$ cat config.mk
export PLATFORM = sky130hd
export DESIGN_NAME = uart_rx
export DESIGN_NICKNAME = d
export VERILOG_FILES = /design/src/rtl/uart_pkg.sv /design/src/rtl/uart_rx_fifo.sv /design/src/rtl/uart_rx.sv
export SDC_FILE = /design/constraint.sdc
export NUM_CORES = 1
export LEC_CHECK = 0
export BUFFER_PORTS_ARGS = -buffer_cell sky130_fd_sc_hd__buf_4
export CAP_MARGIN = 20
export CORE_ASPECT_RATIO = 0.5
export CORE_UTILIZATION = 50
export CTS_CLUSTER_DIAMETER = 150
export DETAILED_ROUTE_END_ITERATION = 8
export GPL_ROUTABILITY_DRIVEN = 0
export PLACE_DENSITY = 0.67
export SLEW_MARGIN = 40
export SYNTH_ARGS = -nofsm -noshare
export SYNTH_HDL_FRONTEND = slang
export SYNTH_HIERARCHICAL = 1
export SYNTH_SLANG_ARGS = --single-unit
$ cat constraint.sdc
create_clock -name CLK -period 3.5 [get_ports CLK]
set_clock_uncertainty 0.15 [all_clocks]
set_input_delay 0.175 -clock CLK [delete_from_list [all_inputs] [get_ports CLK]]
set_output_delay 0.175 -clock CLK [all_outputs]
set_load 0.01 [all_outputs]
$ cat src/rtl/uart_pkg.sv
// Shared UART definitions: receiver FSM encoding and frame/timing constants.
package uart_pkg;

    // 100 MHz / 115200 baud, matching the transmitter on RS232_Uart_TX.
    localparam int unsigned ClksPerBitDefault = 868;

    // Data bits per 8N1 frame.
    localparam int unsigned FrameBits = 8;

    typedef enum logic [2:0] {
        StIdle,
        StStart,
        StData,
        StStop,
        StBreak
    } rx_state_e;

endpackage

$ cat src/rtl/uart_rx_fifo.sv
// First-word-fall-through byte FIFO for the UART receiver. A push while full
// with no pop in the same cycle is dropped and flagged on 'drop'.
module uart_rx_fifo #(
    parameter int unsigned FIFO_DEPTH = 4,
    parameter int unsigned Width      = 8
) (
    input  logic             clk,
    input  logic             rst,
    input  logic             push,
    input  logic [Width-1:0] push_data,
    input  logic             pop,
    output logic [Width-1:0] pop_data,
    output logic             full,
    output logic             empty,
    output logic             drop
);

    localparam int unsigned AddrW = $clog2(FIFO_DEPTH);
    localparam logic [AddrW:0] PtrOne = (AddrW + 1)'(1);

    logic [Width-1:0] mem_q [FIFO_DEPTH];
    logic [AddrW:0]   wr_ptr_q, wr_ptr_d;
    logic [AddrW:0]   rd_ptr_q, rd_ptr_d;
    logic             pop_en;
    logic             push_en;

    // Full/empty from the extra wrap bit; only real pops can make room.
    always_comb begin
        empty    = (wr_ptr_q == rd_ptr_q);
        full     = (wr_ptr_q[AddrW] != rd_ptr_q[AddrW]) &&
                   (wr_ptr_q[AddrW-1:0] == rd_ptr_q[AddrW-1:0]);
        pop_en   = pop && !empty;
        push_en  = push && (!full || pop_en);
        drop     = push && full && !pop_en;
        wr_ptr_d = push_en ? wr_ptr_q + PtrOne : wr_ptr_q;
        rd_ptr_d = pop_en  ? rd_ptr_q + PtrOne : rd_ptr_q;
        pop_data = empty ? '0 : mem_q[rd_ptr_q[AddrW-1:0]];
    end

    // Pointer registers; reset flushes the FIFO.
    always_ff @(posedge clk) begin
        if (rst) begin
            wr_ptr_q <= '0;
            rd_ptr_q <= '0;
        end else begin
            wr_ptr_q <= wr_ptr_d;
            rd_ptr_q <= rd_ptr_d;
        end
    end

    // Storage write; contents need no reset since the head is gated by empty.
    always_ff @(posedge clk) begin
        if (push_en) begin
            mem_q[wr_ptr_q[AddrW-1:0]] <= push_data;
        end
    end

endmodule

$ cat src/rtl/uart_rx.sv
// 8N1 UART receiver: 2-flop synchroniser, mid-bit sampling FSM and a small
// receive FIFO with sticky overrun and one-cycle framing-error pulse.
module uart_rx
    import uart_pkg::*;
#(
    parameter int unsigned CLKS_PER_BIT = ClksPerBitDefault,
    parameter int unsigned FIFO_DEPTH   = 4
) (
    input  logic       CLK,
    input  logic       RST,
    input  logic       RS232_Uart_RX,
    output logic [7:0] RX_DATA,
    output logic       RX_VALID,
    input  logic       RX_READY,
    output logic       FRAME_ERR,
    output logic       OVERRUN,
    input  logic       OVR_CLR
);

    localparam int unsigned     CntW    = $clog2(CLKS_PER_BIT);
    localparam logic [CntW-1:0] CntHalf = CntW'(CLKS_PER_BIT / 2 - 1);
    localparam logic [CntW-1:0] CntFull = CntW'(CLKS_PER_BIT - 1);
    localparam logic [2:0]      LastBit = 3'(FrameBits - 1);

    logic            rx_meta_q;
    logic            rxs_q;
    rx_state_e       state_q, state_d;
    logic [CntW-1:0] cnt_q, cnt_d;
    logic [2:0]      bit_idx_q, bit_idx_d;
    logic [7:0]      shift_q, shift_d;
    logic            frame_err_q, frame_err_d;
    logic            overrun_q;
    logic            push;
    logic            cnt_expired;
    logic            fifo_full;
    logic            fifo_empty;
    logic            fifo_drop;

    // Synchroniser for the asynchronous RX pin; idles high.
    always_ff @(posedge CLK) begin
        if (RST) begin
            rx_meta_q <= 1'b1;
            rxs_q     <= 1'b1;
        end else begin
            rx_meta_q <= RS232_Uart_RX;
            rxs_q     <= rx_meta_q;
        end
    end

    // FSM, bit counter, shift register and error pulse state.
    always_ff @(posedge CLK) begin
        if (RST) begin
            state_q     <= StIdle;
            cnt_q       <= '0;
            bit_idx_q   <= '0;
            shift_q     <= '0;
            frame_err_q <= 1'b0;
        end else begin
            state_q     <= state_d;
            cnt_q       <= cnt_d;
            bit_idx_q   <= bit_idx_d;
            shift_q     <= shift_d;
            frame_err_q <= frame_err_d;
        end
    end

    // Next-state logic: sample at counter expiry, reload a full bit each sample.
    always_comb begin
        state_d     = state_q;
        cnt_expired = (cnt_q == '0);
        cnt_d       = cnt_q - 1'b1;
        bit_idx_d   = bit_idx_q;
        shift_d     = shift_q;
        frame_err_d = 1'b0;
        push        = 1'b0;
        unique case (state_q)
            StIdle: begin
                if (!rxs_q) begin
                    state_d = StStart;
                    cnt_d   = CntHalf;
                end
            end
            StStart: begin
                if (cnt_expired) begin
                    if (!rxs_q) begin
                        state_d   = StData;
                        cnt_d     = CntFull;
                        bit_idx_d = '0;
                    end else begin
                        // Start bit did not hold to mid-bit: treat as a glitch.
                        state_d = StIdle;
                    end
                end
            end
            StData: begin
                if (cnt_expired) begin
                    shift_d   = {rxs_q, shift_q[7:1]};
                    cnt_d     = CntFull;
                    bit_idx_d = bit_idx_q + 1'b1;
                    if (bit_idx_q == LastBit) begin
                        state_d = StStop;
                    end
                end
            end
            StStop: begin
                if (cnt_expired) begin
                    if (rxs_q) begin
                        push    = 1'b1;
                        state_d = StIdle;
                    end else begin
                        frame_err_d = 1'b1;
                        state_d     = StBreak;
                    end
                end
            end
            StBreak: begin
                // Held-low line must return high before another start is seen.
                if (rxs_q) begin
                    state_d = StIdle;
                end
            end
            default: state_d = StIdle;
        endcase
    end

    // Sticky overrun; a new drop wins over a simultaneous clear.
    always_ff @(posedge CLK) begin
        if (RST) begin
            overrun_q <= 1'b0;
        end else if (fifo_drop) begin
            overrun_q <= 1'b1;
        end else if (OVR_CLR) begin
            overrun_q <= 1'b0;
        end
    end

    uart_rx_fifo #(
        .FIFO_DEPTH (FIFO_DEPTH),
        .Width      (8)
    ) u_fifo (
        .clk       (CLK),
        .rst       (RST),
        .push      (push),
        .push_data (shift_q),
        .pop       (RX_READY),
        .pop_data  (RX_DATA),
        .full      (fifo_full),
        .empty     (fifo_empty),
        .drop      (fifo_drop)
    );

    // Output mapping.
    always_comb begin
        RX_VALID  = !fifo_empty;
        FRAME_ERR = frame_err_q;
        OVERRUN   = overrun_q;
    end

endmodule

Word level (Yosys, flattened, before mapping)
Memories as Yosys holds them, arrays and structs flattened. A register that Yosys moved wholly into a read port is not among the register bits.
Cells that the tools add are included.
- $add $sub $neg: 4
- multipliers: 0
- div/mod/pow operators: 0
- order comparisons: 0
- equality and inequality tests: 15
- shifts and indexed selects: 0
- muxes and demuxes: 29
- bitwise gates (word level): 2
- reduce and logical (&&, ||, !) cells: 17
- operators with widths (kind ; number):
    two-way mux 10 bit ; 4
    two-way mux 3 bit ; 10
    one-hot mux 10 bit (3 select lines) ; 1
    one-hot mux 3 bit (5 select lines) ; 1
    inequality test 2 bit (second input constant) ; 7
    zero test 10 bit ; 1
    subtractor 10 x 1 -> 10 bit (second input constant) ; 1
    adder 3 x 1 -> 3 bit (second input constant) ; 3
    two-way mux 1 bit ; 8
    two-way mux 8 bit ; 1
    equality test 3 x 2 -> 1 bit (second input constant) ; 2
    equality test 3 bit (second input constant) ; 2
    two-way mux 2 bit ; 3
    one-hot mux 3 bit (2 select lines) ; 1
    AND reduction 6 bit ; 1
    logical AND 1 bit ; 5
    AND reduction 4 bit ; 1
    nonzero test 2 bit ; 2
    equality test 3 x 1 -> 1 bit (second input constant) ; 1
    equality test 3 bit ; 1
    zero test 1 bit ; 3
    zero test 3 bit ; 1
    OR reduction 3 bit ; 1
    equality test 2 bit ; 1
    4 further kinds ; 5
- register bits after elaboration: 34
- latch bits: 0
- RAM bits: 32
- ROM bits: 0
- input port bits: 5
- output and inout bits: 11
- logic and storage cells: 78
- memories: 1
- memory list (name ; words ; bits a word ; read ports ; clocked after Yosys merged registers in ; wr ports ; line ; source):
    u_fifo.mem_q ; 4 ; 8 ; 1 ; 1 ; 1 ; uart_rx_fifo.sv:21 ; logic [Width-1:0] mem_q [FIFO_DEPTH];

Longest topological paths before layout
Gate-level depths: netlist of the first run.
- word-level depth: 7
- gate-level depth with buffers: 9
- mapped depth without buffers: 9

Modules after synthesis
Netlist of the first run, hierarchy kept.
- by module, submodules not included (module ; instances ; cells each ; area each (um2)):
    uart_rx_fifo ; 1 ; 106 ; 1715.4
    uart_rx ; 1 ; 125 ; 1227.4

Worst setup path before layout of the first run
No wires, ideal clock.
- path type: reg-to-reg
- from: reg cnt_q[0]
- to: reg u_fifo.wr_ptr_q[2]
- data arrival time: 2.626 ns
- data required time: 3.229 ns
- slack: 0.603 ns
- cell stages (with the launch flop): 10
- buffers on the path: 0
- cell sequence: dfxtp_1 -> inv_1 -> ha_1 -> or4b_4 -> nor3_4 -> and3b_1 -> and3_1 -> nand2_1 -> a41oi_1 -> mux2_2
- longest elaborated chain between the ends: 4
- ends and longest elaborated chain (item ; line ; source):
    from (decl) ; uart_rx.sv:28 ; logic [CntW-1:0] cnt_q, cnt_d;
    from (signal assigned) ; uart_rx.sv:60 ; cnt_q <= cnt_d;
    zero test 10 bit ; uart_rx.sv:70 ; cnt_expired = (cnt_q == '0);
    two-way mux 1 bit ; uart_rx.sv:106 ; if (cnt_expired) begin
    two-way mux 1 bit ; uart_rx.sv:76 ; unique case (state_q)
    net push ; uart_rx.sv:33 ; logic push;
    logical AND 1 bit ; uart_rx_fifo.sv:33 ; push_en = push && (!full || pop_en);
    to (signal assigned) ; uart_rx_fifo.sv:46 ; wr_ptr_q <= wr_ptr_d;
    to (decl) ; uart_rx_fifo.sv:22 ; logic [AddrW:0] wr_ptr_q, wr_ptr_d;
The timed path passes the listed nets, and every way through them passes these cells.
A chain may end at the register's enable or synchronous reset.

Final worst setup path of the first run
- from: reg cnt_q[0]
- to: mem u_fifo.mem_q[0][1] (enable)
- longest elaborated chain between the ends: 6
- ends and longest elaborated chain (item ; line ; source):
    zero test 10 bit ; uart_rx.sv:70 ;
    two-way mux 1 bit ; uart_rx.sv:106 ;
    two-way mux 1 bit ; uart_rx.sv:76 ;
    net push ; uart_rx.sv:33 ;
    logical AND 1 bit ; uart_rx_fifo.sv:33 ;
    two-way mux 1 bit ; uart_rx_fifo.sv:53 ; if (push_en) begin
    two-way mux 1 bit (not written as such) ; uart_rx_fifo.sv:54 ; mem_q[wr_ptr_q[AddrW-1:0]] <= push_data;
    to (decl) ; uart_rx_fifo.sv:21 ;
The timed path passes the listed nets, and every way through them passes these cells.

==> results of run 1 <==
state kept, by name, summed over array words and instances (netlist names), named ones only:
signal,cells
cnt_q,10
bit_idx_q,3
rxs_q,1
u_fifo/mem_q,32
u_fifo/wr_ptr_q,3
u_fifo/rd_ptr_q,3
rx_meta_q,1
FRAME_ERR,1
state_q,3
shift_q,8
OVERRUN,1
path summary, 6_finish.rpt:
check	start	endpoint	slack (ps)	cells after the start
setup / recovery	cnt_q[0]	u_fifo/mem_q[0][1]	570	8
setup reg to reg	cnt_q[0]	u_fifo/mem_q[0][1]	570	8
hold / removal	OVR_CLR	OVERRUN	6	4
hold reg to reg	rx_meta_q	rxs_q	260	1
stage by stage:
step           area (um2)  hold slack [ps]   util  worst slack, ps
2_1_floorplan        2940              129      -              603
3_3_place_gp         3110              213  0.560              652
3_5_place_dp         3110              214  0.560              551
4_1_cts              3440             4.63  0.619              544
5_1_grt              3440             51.9  0.619              391
6_report             3440             6.31  0.619              569
cell usage in the layout, fill, tap and decap left out, types with 3 or more instances in the layout:
cell / count
dfxtp_1: 36
edfxtp_1: 32
nor2_1: 20
buf_4: 17
nor2b_1: 12
mux2i_1: 11
nand2_1: 10
inv_1: 9
clkbuf_16: 9
ha_1: 8
mux4_2: 8
xnor2_1: 7
nor3_1: 5
a31oi_1: 5
or2_2: 4
a21oi_1: 4
xor2_1: 4
nor4_1: 3
and2_1: 3
mux2_2: 3
worst max-delay path: cells and delay by family, from the launching register on:
family                   cells  cell delay (ps)
AND/OR/NAND/NOR              5             1580
flip-flops                   1              320
AO/OA/AOI/OAI                1              270
adder cells (fa/ha/maj)      1              210
buffers and inverters        1               60
what timing repair did:
item                                    in CTS  in global routing
endpoints found under the setup margin       0                  0
endpoints found under the hold margin        1                  0
hold buffers                                 1                  0
gates resized for setup                      0                  0
cell type report:
type | instances | area (um2)
fill | 450 | 2120
sequential | 68 | 1680
multi-input combinational | 143 | 1180
clock buffer | 10 | 229
timing repair buffer | 18 | 138
tap | 73 | 91.3
clock inverter | 6 | 88.8
inverter | 9 | 33.8
power groups by stage:
stage | clock [W] | sequential (W) | combinational (W)
floorplan | 0 | 0.000901 | 0.000185
global route | 0.000999 | 0.000908 | 0.000257
finish | 0.000948 | 0.000903 | 0.000233
global placement | 0 | 0.000916 | 0.000228
CTS | 0.000961 | 0.000902 | 0.000234
detailed placement | 0 | 0.000919 | 0.000231
layer usage:
metal	up-vias	global-route usage
met5	-	0
met4	0	0.0857
met3	6	0.0458
met2	21	0.291
met1	872	0.241
li1	885	-
==> reports/qor.csv, run 1 <==
metric,value,unit
status,completed,
leakage power,1.26,nW
input/output buffers,15,
clock share of power,0.455,
fin nets,262,
total global-route track usage,0.184,
first-pass GRT wire length,8700,um
minimum clock period,2930,ps
Routed met1 length,2510,um
Vias per Instance,5.46,
initial antenna violation count,0,
"Critical Path, Cell by Cell","inv_1, ha_1, or4b_4, nor3_4, and3b_1, and3_1, o41a_1, and2_1",
Die X,110,um
routed wl met3,128,um
Post-Route WL,5090,um
YS warnings,6,
CP Capture Type,register,
largest net degree at the start of global routing,36,
VDD IR max,0.292,mV
die area,6210,um2
placed cell count,310,
Worst path max stage delay,530,ps
f_max,0.341,GHz
H-tree depth,3,
DRT Pass-1 Iters,4,
CORE AREA,5560,um2
Clock Tree Buf Depth,2,
ANT nets after route,0,
Pint,0.00160,W
chip height,56.2,um
total power draw,0.00208,W
starting density of the core,0.528,
Via Count,1784,
maxcap violations,0,
FP Rows,19,
Detailed Route Iter0 Violations,60,
Mapped Nets,243,
CTS Buf Count,9,
clock-pin slew on the worst setup and hold paths,50,ps
CP Class,reg2reg,
max-slew violation count,0,
Worst Tran Pin Value,800,ps
sequential cell fraction of total power,0.433,
Gate power share,0.112,
type of the worst min-delay path,in2reg,
WL met2,2380,um
RSZ-0062 raised after global routing,no,
Required @ worst endpoint,3330,ps
startpoint types,register,
Syn Area/Cell,12.8,um2
Area Overhead vs Synth,17.1,%
worst-path cell with the longest stage delay,or4b_4,
switching portion of total power,0.232,
Post-CTS Setup Bufs,0,
n_diodes,0,
Ports,16,
"Cell Area, Synth",2940,um2
Remaining DRCs,0,
final count of hold timing violations,0,
final global-route overflow total,0,
Tcrit/Tclk final,0.838,
CTS tree,built,
Switch Pwr,0.000483,W
root buffer cell,clkbuf_16,
Max Fanout on Critical Path,8,
synthesized instance count,230,
Clock Latency Late Sink,330,ps
fraction of layout cells with a size suffix above 1,0.220,
CTS Sinks,68,
PD cells,606,nW/um2
Max Used Layer,met4,
setup TNS,0,ps
routed len/inst,15.6,um
Finished Layout Cells,327,
vias in the first global route,1825,
Slew headroom,0.462,
half-perimeter wire length of the detailed placement result,3440,um
Final Setup Violations,0,
WP data arrival,2760,ps
No activity file was read; power rests on OpenSTA's default activity.
==> run 2, diff against run 1 <==
Clock period 3.5 ns to 2.7 ns, I/O delays scaled along.
==> run 2 against run 1 <==
Via count grew 3.1%; critical path depth is 1 higher; clock power is 39% higher; first-iteration DRC count rose by 20%; sequential share of layout area shrank 1.6 points.
==> reports/qor.csv, run 2 (synthesis gave the netlist of run 1 again) <==
metric,value,unit,change
status,completed,,unchanged
RSZ-0062 raised after global routing,no,,unchanged
H-tree depth,3,,unchanged
Pint,0.00218,W,was 0.00160 W
minimum clock period,2500,ps,was 2930 ps
die area,6210,um2,unchanged
Max Fanout on Critical Path,8,,unchanged
Hold Startpoint,RX_READY,,was OVR_CLR
initial antenna violation count,0,,unchanged
startpoint types,register,,unchanged
Clock Tree Buf Depth,2,,unchanged
post-route setup slack,196,ps,was 569 ps
Via Count,1840,,was 1784
maxcap violations,0,,unchanged
CP startpoint,cnt_q[0],,unchanged
ANT nets after route,0,,unchanged
max FFs per register,32,,unchanged
Place WS,62.9,ps,was 551 ps
CP Class,reg2reg,,unchanged
fill count,427,,was 450
setup TNS,0,ps,unchanged
Finished Layout Cells,334,,was 327
max-slew violation count,0,,unchanged
chip height,56.2,um,unchanged
RR Startpoint,cnt_q[0],,unchanged
PD cells,791,nW/um2,was 606 nW/um2
Clock Latency Late Sink,320,ps,was 330 ps
largest net degree at the start of global routing,36,,unchanged
Required @ worst endpoint,2590,ps,was 3330 ps
half-perimeter wire length of the detailed placement result,3640,um,was 3440 um
CP Capture Type,register,,unchanged
final count of hold timing violations,0,,unchanged
Area Overhead vs Synth,21.1,%,was 17.1%
Worst Tran Pin Value,751,ps,was 800 ps
GR Layer Usage met3,0.0654,,was 0.0458
WP data arrival,2390,ps,was 2760 ps
"leading cell type in the layout, fill and taps excluded",dfxtp_1,,unchanged
GR Util met1,0.234,,was 0.241
root buffer cell,clkbuf_16,,unchanged
fraction of layout cells with a size suffix above 1,0.253,,was 0.220
placed cell count,316,,was 310
Sequential Area,1680,um2,unchanged
fin nets,269,,was 262
f_max,0.399,GHz,was 0.341 GHz
FP Rows,19,,unchanged
Die X,110,um,unchanged
first-pass GRT wire length,9290,um,was 8700 um
CTS Sinks,68,,unchanged
Slew headroom,0.496,,was 0.462
leakage power,1.31,nW,was 1.26 nW
starting density of the core,0.528,,unchanged
Detailed Route Iter0 Violations,72,,was 60
switching portion of total power,0.224,,was 0.232
Final Setup Violations,0,,unchanged
final global-route overflow total,0,,unchanged
CTS Buf Count,9,,unchanged
"commonest non-fill, non-tap cells in the layout","36 x dfxtp_1, 32 x edfxtp_1, 22 x buf_4",,"was 36 x dfxtp_1, 32 x edfxtp_1, 20 x nor2_1"
input/output buffers,15,,unchanged
Ports,16,,unchanged
routed len/inst,16.4,um,was 15.6 um
total power draw,0.00281,W,was 0.00208 W
total global-route track usage,0.197,,was 0.184
clock share of power,0.468,,was 0.455
busiest grt layer,met2,,unchanged
VDD IR max,0.543,mV,was 0.292 mV
DRT Pass-1 Iters,4,,unchanged
CTS tree,built,,unchanged
Post-Route WL,5460,um,was 5090 um
n_diodes,0,,unchanged
CORE AREA,5560,um2,unchanged
met2 GRT Util,0.342,,was 0.291
Remaining DRCs,0,,unchanged
sequential cell fraction of total power,0.415,,was 0.433
Gate power share,0.117,,was 0.112
Tcrit/Tclk final,0.928,,was 0.838
Vias per Instance,5.51,,was 5.46
clock-pin slew on the worst setup and hold paths,50,ps,about the same
Switch Pwr,0.000629,W,was 0.000483 W
type of the worst min-delay path,in2reg,,unchanged
Multi-input gate area,1210,um2,was 1180 um2
vias in the first global route,1942,,was 1825
run 2: cell types whose count changed in the layout (fill, tap and decap cells not counted), sizes merged:
cell         change
buf              +6
bufinv           +1
clkinvlp         -1
dlygate4sd3      +1
run 2: metrics by stage:
stage	utilization	hold WS (ps)	area [um2]
final	0.640	41.7	3560
after global routing	0.640	66.6	3560
after CTS	0.638	34.3	3550
after detailed placement	0.573	177	3190
after global placement	0.573	175	3190
after floorplan	-	88.8	2960
run 2: area by class of cell:
cell class                      count  share of cell area
Multi-Input combinational cell    143               0.339
Timing Repair Buffer               25              0.0577
Sequential cell                    68               0.473
Clock buffer                       10              0.0643
Tap cell                           73              0.0257
Clock inverter                      6              0.0313
Inverter                            9             0.00949
run 2: power by group through the flow:
stage / logic [W] / registers (W) / clock network [W]
global placement: 0.000321 / 0.00118 / 0
floorplan: 0.000242 / 0.00117 / 0
detailed placement: 0.000327 / 0.00119 / 0
CTS: 0.000333 / 0.00117 / 0.00134
finish: 0.000330 / 0.00117 / 0.00132
global route: 0.000365 / 0.00117 / 0.00138
run 2: repair_timing:
item,4_1_cts,5_1_grt
hold buffers,2,0
endpoints found under the setup margin,0,16
resized for setup,0,2
hold endpoints to repair,2,0
setup buffers,0,0
run 2: path summary, 6_finish.rpt:
check	depth (start not counted)	slack [ps]	to
min	4	40	OVERRUN
max	9	200	u_fifo/mem_q[0][6]
min reg2reg	1	260	rxs_q
max reg2reg	9	200	u_fifo/mem_q[0][6]
run 2: routing by layer:
metal | vias to the layer above | share of wire
met5 | - | 0
met4 | 0 | 0.0077
met3 | 8 | 0.044
met2 | 31 | 0.50
met1 | 905 | 0.45
li1 | 896 | -
run 2: worst max-delay path: stages (launching register included):
cell and delay (ps):
dfxtp_1 320, inv_1 50, ha_1 150, or4b_4 480
nor3_4 130, and3b_1 180, and3_1 210, o41a_1 210
and2_1 190, buf_12 140
